## config.mk

```make
export PLATFORM = sky130hd
export DESIGN_NAME = jk_excitation_driver
export DESIGN_NICKNAME = d
export VERILOG_FILES = /design/src/rtl/jk_excitation_driver.sv
export SDC_FILE = /design/constraint.sdc
export NUM_CORES = 1
export LEC_CHECK = 0
export CAP_MARGIN = 5
export CORE_ASPECT_RATIO = 0.7
export CORE_MARGIN = 1
export CORE_UTILIZATION = 54
export CTS_CLUSTER_DIAMETER = 200
export DETAILED_ROUTE_END_ITERATION = 7
export PLACE_DENSITY = 0.84
export SKIP_LAST_GASP = 1
export SLEW_MARGIN = 20
export SYNTH_ARGS = -nofsm -noshare
export SYNTH_HDL_FRONTEND = slang
export SYNTH_SLANG_ARGS = --single-unit
```

## constraint.sdc

```tcl
create_clock -name clk -period 3.9 [get_ports clk]
set_clock_uncertainty 0.05 [all_clocks]
set_input_delay 0.39 -clock clk [delete_from_list [all_inputs] [get_ports clk]]
set_output_delay 0.39 -clock clk [all_outputs]
set_load 0.005 [all_outputs]
```

## src/rtl/jk_excitation_driver.sv

```systemverilog
`default_nettype none
// ============================================================================
// Module   : jk_excitation_driver
// Purpose  : Converts a stream of requested q values for a downstream JK
//            flip-flop into registered j/k excitation pairs, one per clock.
//            Targets arrive over valid/ready and are buffered in a FIFO.
//            An optional readback checker compares q_fb against the value
//            each popped target should have produced.
// Revision : 1.0 - initial release
// ----------------------------------------------------------------------------
// Parameters
//   DEPTH        FIFO entries (power of 2, >= 2)
//   TOGGLE_PREF  don't-care fill for unused j/k: 0 -> drive 0, 1 -> drive 1
// Ports
//   clk        in   rising-edge clock
//   rst_n      in   asynchronous active-low reset
//   tgt_valid  in   target bit offered
//   tgt_bit    in   requested next q value
//   tgt_ready  out  FIFO can accept a bit (= !full)
//   en         in   1 = drain FIFO, 0 = hold (pushes still accepted)
//   j, k       out  registered excitation to the JK flip-flop
//   q_fb       in   q read back from the JK flip-flop
//   err        out  one-cycle pulse on readback mismatch
//   err_cnt    out  saturating mismatch count
// Configuration
//   JKDRV_CHECK_EN  defined: readback checker built; undefined: err and
//                   err_cnt tied to 0 and q_fb ignored.
// ============================================================================
module jk_excitation_driver #(
  parameter int DEPTH       = 8,
  parameter bit TOGGLE_PREF = 1'b0
) (
  input  logic       clk,
  input  logic       rst_n,
  input  logic       tgt_valid,
  input  logic       tgt_bit,
  output logic       tgt_ready,
  input  logic       en,
  output logic       j,
  output logic       k,
  input  logic       q_fb,
  output logic       err,
  output logic [7:0] err_cnt
);

  localparam int AW = $clog2(DEPTH);

  typedef enum logic [0:0] {
    ST_IDLE = 1'b0,
    ST_RUN  = 1'b1
  } state_t;

  state_t        state;
  logic [AW:0]   wr_ptr;
  logic [AW:0]   rd_ptr;
  logic          mem [DEPTH];
  logic          empty;
  logic          full;
  logic          push;
  logic          pop;
  logic          head;
  logic          q_exp;
  logic          j_nxt;
  logic          k_nxt;

  // Pointers carry one extra wrap bit so full and empty are distinguishable.
  assign empty     = (wr_ptr == rd_ptr);
  assign full      = (wr_ptr[AW] != rd_ptr[AW]) &&
                     (wr_ptr[AW-1:0] == rd_ptr[AW-1:0]);
  assign tgt_ready = ~full;
  assign push      = tgt_valid & ~full;
  assign pop       = en & ~empty;
  assign head      = mem[rd_ptr[AW-1:0]];

  // Excitation: the driven input is the one that forces the transition;
  // the other is a don't-care filled with TOGGLE_PREF.
  //   from 0: j = target,      k = don't-care
  //   from 1: j = don't-care,  k = ~target
  always_comb begin
    j_nxt = q_exp ? TOGGLE_PREF : head;
    k_nxt = q_exp ? ~head       : TOGGLE_PREF;
  end

  // FIFO write side; storage itself needs no reset.
  always_ff @(posedge clk) begin
    if (push) begin
      mem[wr_ptr[AW-1:0]] <= tgt_bit;
    end
  end

  always_ff @(posedge clk or negedge rst_n) begin
    if (!rst_n) begin
      wr_ptr <= '0;
    end else if (push) begin
      wr_ptr <= wr_ptr + {{AW{1'b0}}, 1'b1};
    end
  end

  // Control FSM: pops and registers one excitation pair per RUN cycle.
  always_ff @(posedge clk or negedge rst_n) begin
    if (!rst_n) begin
      state  <= ST_IDLE;
      rd_ptr <= '0;
      j      <= 1'b0;
      k      <= 1'b0;
      q_exp  <= 1'b0;
    end else begin
      case (state)
        ST_IDLE: begin
          if (pop) begin
            state <= ST_RUN;
          end
        end
        ST_RUN: begin
          if (!pop) begin
            state <= ST_IDLE;
          end
        end
        default: state <= ST_IDLE;
      endcase

      if (pop) begin
        rd_ptr <= rd_ptr + {{AW{1'b0}}, 1'b1};
        j      <= j_nxt;
        k      <= k_nxt;
        q_exp  <= head;
      end else begin
        j      <= 1'b0;
        k      <= 1'b0;
      end
    end
  end

`ifdef JKDRV_CHECK_EN
  // Two-stage {valid, expected} shift: a bit popped at edge N drives j/k
  // after N, the flip-flop samples at N+1, and q_fb is compared at N+2.
  logic s1_v;
  logic s1_e;
  logic s2_v;
  logic s2_e;
  logic mismatch;

  assign mismatch = s2_v & (q_fb != s2_e);

  always_ff @(posedge clk or negedge rst_n) begin
    if (!rst_n) begin
      s1_v    <= 1'b0;
      s1_e    <= 1'b0;
      s2_v    <= 1'b0;
      s2_e    <= 1'b0;
      err     <= 1'b0;
      err_cnt <= 8'd0;
    end else begin
      s1_v <= pop;
      s1_e <= pop ? head : 1'b0;
      s2_v <= s1_v;
      s2_e <= s1_e;
      err  <= mismatch;
      if (mismatch && (err_cnt != 8'hFF)) begin
        err_cnt <= err_cnt + 8'd1;
      end
    end
  end
`else
  logic unused_q_fb;
  assign unused_q_fb = q_fb;
  assign err         = 1'b0;
  assign err_cnt     = 8'd0;
`endif

endmodule
`default_nettype wire
```

# After elaboration in Yosys (flattened, before gate mapping)
# Memories as Yosys holds them, arrays and structs flattened.
# Index checks and enable logic that the tools add are counted.
# Widths: inputs -> output; s select.
[classes] add_sub_neg=2 eq_ne=3 n_mux=6 bitwise=5 n_reduce_logical=1
[ops] op="$add 4x1->4 const B" count=2
[ops] op="$mux 1" count=6
[ops] op="$eq 4x4->1" count=1
[ops] op="$eq 3x3->1" count=1
[ops] op="$not 1->1" count=3
[ops] op="$and 1x1->1" count=2
[ops] op="$logic_and 1x1->1" count=1
[ops] op="$ne 1x1->1" count=1
[word_totals] regBits=11 ramBits=8 inputBits=6 output_inout_bits=12 mem_count=1
[memory_table] name="mem" depth=8 width=1 read_ports=1 rd_clocked_by_memory_dff=0 wr=1 line_no="56" rtl="logic mem [DEPTH];"

# Depth between registers and ports, before layout
[depth] word_depth=6 ltp_mapped=5 ltp_nobuf=4

# Worst setup path before layout
# No wires, ideal clock.
[synth_path] path_kind="register to register" from="reg rd_ptr[0]" to="mem mem[0] (enable)" arrival_time_ps=1428 t_required_ps=3601 path_slack_ps=2173 stages_incl_launch_ff=6 synth_period_minus_slack_ps=1727 path_cell_list="dfrtp_1 clkbuf_8 xor2_4 or4_4 nand3_1 nor3_1"
[synth_via] elab_chain_cells=6
[synth_lines] item="start, declared" line_no="55" rtl="logic [AW:0] rd_ptr;"
[synth_lines] item="start signal, assigned" line_no="123" rtl="rd_ptr <= rd_ptr + {{AW{1'b0}}, 1'b1};"
[synth_lines] item="$eq 3x3->1" line_no="69" rtl="(wr_ptr[AW-1:0] == rd_ptr[AW-1:0]);"
[synth_lines] item="$logic_and 1x1->1" line_no="68" rtl="assign full = (wr_ptr[AW] != rd_ptr[AW]) &&"
[synth_lines] item="$not 1->1"
[synth_lines] item="net tgt_ready" line_no="37" rtl="output logic tgt_ready,"
[synth_lines] item="$and 1x1->1" line_no="71" rtl="assign push = tgt_valid & ~full;"
[synth_lines] item="$mux 1" line_no="86" rtl="if (push) begin"
[synth_lines] item="$mux 1 (implied by the code)" line_no="87" rtl="mem[wr_ptr[AW-1:0]] <= tgt_bit;"
[synth_lines] item="end, declared" line_no="56"
# The timed path passes the listed nets, and every way through them passes these cells.

# Worst setup path in the final report
[layout_path] from="reg rd_ptr[0]" to="out tgt_ready"
[layout_via] elab_chain_cells=3
[layout_lines] item="$eq 3x3->1" line_no="69"
[layout_lines] item="$logic_and 1x1->1" line_no="68"
[layout_lines] item="$not 1->1" line_no="70" rtl="assign tgt_ready = ~full;"
[layout_lines] item="end, declared" line_no="37"
# No other way between the ends.

==> qor.yml <==
power_and_ir_drop:
  p_comb_share_pct: 42.7
  power.density_nw_per_um2: 771.3
  pwr-share-clk_pct: 11.8
  p_switching_uw: 327.7
  irDropWorstVdd_mv: 0.5304
  p_leak_nw: 0.4359
  switching_share_pct: 39.49
  power.internal_uw: 502.3
  pwr-share-seq_pct: 45.6
placed_design:
  port_buffers: 7
  post-place-ws_ps: 1698
  gp_congestion: 0.7847
  placed_cell_area_um2: 1049
  dp_hpwl_um: 1100
layout:
  final_core_util_pct: 64.56
  area_growth_pct: 6.435
  fillers: 136
  drive_above_1_share_pct: 19.05
  final_area_um2: 1076
  nets: 93
  diodes: 0
global_routing:
  grt_pass1_vias: 508
  grt_use_total_pct: 18.27
  grt_overflow: 0
  grt_max_degree: 12
  grt_pass1_wl_um: 2380
  antenna_found_initial: 0
yosys:
  syn_inst: 76
  synth-edff-count: 8
  async_flop_share_pct: 57.89
  yosysTopAreaCellShare_pct: 27.23
  seq_area_frac_synth_pct: 50.99
  synth_top_area_cell: "dfrtp_1"
  ys.flop_type: "dfrtp_1"
  avgSynthCellArea_um2: 13.30
  synth_area_um2: 1011
  ys_seq_elements: 19
  yosysWarnings: 0
  synth_most_common_cell: "dfrtp_1"
  synth_cell_types: 25
  synthTopCellsByCount: "11 x dfrtp_1, 10 x buf_4, 8 x edfxtp_1, 8 x nor2_1, 6 x xor2_1"
  synth_area_leaders: "dfrtp_1 27%, edfxtp_1 24%, buf_4 7.4%, xor2_1 5.2%, mux4_2 4.5%"
hold_path:
  hold_class: "primary input to async pin"
die:
  die_y_um: 38.20
  die_x_um: 53.72
  placementRows: 12
  io_pins: 18
  die_area_um2: 2052
  start_util_pct: 60.66
  core_area_um2: 1667
timing:
  min_period_ps: 2532
  tightest_slew_ps: 521.6
  fin_ws_ps: 1368
  rsz0062_at_grt: "false"
  final-setup-viol-count: 0
  fmax_mhz: 395.0
  relSlewSlack_pct: 65.11
  finalMaxSlewViolations: 0
  period_share_pct: 64.91
  fin_setup_tns_ps: 0
  hold_viol: 0
drt:
  avgRoutedWirePerCell_um: 13.39
  postRouteAntennaNets: 0
  vias: 535
  first_iter_violations: 4
  drc: 0
  first_pass_iters: 2
  totalWireLength_um: 1406
  drt-vias-per-instance: 5.095
clocking:
  postCtsHoldBufs: 0
  cts_buffers: 3
  cts_tree: "built"
  clk_pin_slew_ps: 110
  post-cts-setup-buffers: 0
  htree_levels: 1
  cts.sinks: 19
  clock_latency_ps: 300
  cts_root_buffer: "clkbuf_4"
  ctsLongestPathBuffers: 2
  cts_resized: 0
worst_setup_path:
  start_kind: "register"
  required_ps: 3460
  cp_num_buf_inv: 1
  cp_max_fo: 6
  crit_family: "flip-flops"
  endpoint_kind: "output port"
  path_cells: "xor2_4 > or4_4 > clkdlybuf4s50_1"
  max_stage_delay_ps: 550
  rr_worst_depth: 3
  slowest_stage: "dfrtp_1"
  path_depth: 3
  cp.arrival_ps: 2090
  crit_type: "register to output port"
outcome:
  outcome: "complete, no violations"
job:
  maxCapViolCount: 0
[cells by family (layout without fill, tap and decap cells)]
logic type | after synthesis | after routing | synth area share (%)
buffers and inverters | 14 | 14 | 9.900
muxes | 5 | 5 | 7.796
AOI/OAI and AO/OA | 3 | 3 | 4.827
adders and majority gates | 2 | 2 | 2.475
and+or+nand+nor | 21 | 21 | 11.51
xor gates and xnor gates | 11 | 11 | 12.13
other | 1 | 9 | 0.3709
DFF | 19 | 19 | 50.99
[registers in the layout, indices dropped and copies added (netlist names)]
| register | cells |
|---|---|
| rd_ptr | 4 |
| j | 1 |
| q_exp | 1 |
| wr_ptr | 4 |
| mem | 8 |
| k | 1 |
[worst paths after layout]
check,end,from,slack (ps)
worst max-delay path,tgt_ready,rd_ptr[0]$_DFFE_PN0P_,1370
worst min-delay path,rd_ptr[2]$_DFFE_PN0P_,rst_n,360
worst max register to register,rd_ptr[1]$_DFFE_PN0P_,rd_ptr[0]$_DFFE_PN0P_,2010
worst min register to register,j$_DFF_PN0_,q_exp$_DFFE_PN0P_,400
max in group asynchronous,wr_ptr[0]$_DFFE_PN0P_,rst_n,3110
min in group clk,j$_DFF_PN0_,q_exp$_DFFE_PN0P_,400
[cell type report]
cell class | count | area (µm²) | share of cell area, %
Inverter | 3 | 11.26 | 1.047
Timing Repair Buffer | 7 | 70.07 | 6.512
Clock buffer | 3 | 22.52 | 2.093
Multi-Input combinational cell | 51 | 425.4 | 39.53
Clock inverter | 1 | 5.005 | 0.4651
Sequential cell | 19 | 515.5 | 47.91
Tap cell | 21 | 26.28 | 2.442
[power groups by stage]
stage	sequential, mW	combinational, mW	clock [mW]
floorplan	0.335	0.339	0
detailed placement	0.384	0.358	0
global placement	0.377	0.345	0
CTS	0.380	0.360	0.102
finish	0.378	0.354	0.0976
global route	0.391	0.395	0.110
[routing by layer]
metal  part of all wire (%)  GRT usage, %  up-vias
met5                      0             0        -
met3                    5.5         8.333        2
met1                     44         22.80      261
met4                   0.57         3.947        0
met2                     50         29.01       15
li1                       -             -      257
[stage by stage]
step / cells / power (mW) / hold WS [ps]
3_5_place_dp: 101 / 0.7414 / 394.3
3_3_place_gp: 101 / 0.7227 / 365.0
6_report: 105 / 0.8300 / 359.8
2_1_floorplan: 84 / 0.6738 / 44.41
4_1_cts: 105 / 0.8415 / 370.7
5_1_grt: 105 / 0.8959 / 387.6
[layout by cell type (no fill, tap or decap), drive strengths merged]
| master | Yosys | layout |
|---|---|---|
| a21oi | 1 | 1 |
| mux4 | 2 | 2 |
| xnor2 | 4 | 4 |
| ha | 2 | 2 |
| o41ai | 2 | 2 |
| dfrtp | 11 | 11 |
| clkinv | 0 | 1 |
| or4 | 1 | 1 |
| nor3 | 4 | 4 |
| xor2 | 7 | 7 |
| nor3b | 1 | 1 |
| clkbuf | 1 | 3 |
| nand3 | 3 | 3 |
| inv | 3 | 3 |
| mux2 | 3 | 3 |
| clkdlybuf4s50 | 0 | 7 |
| nand2b | 2 | 2 |
| edfxtp | 8 | 8 |
| nor2 | 8 | 8 |
| nand2 | 1 | 1 |
| conb | 1 | 9 |
| and3 | 1 | 1 |
No activity file was read; power rests on OpenSTA's default activity.
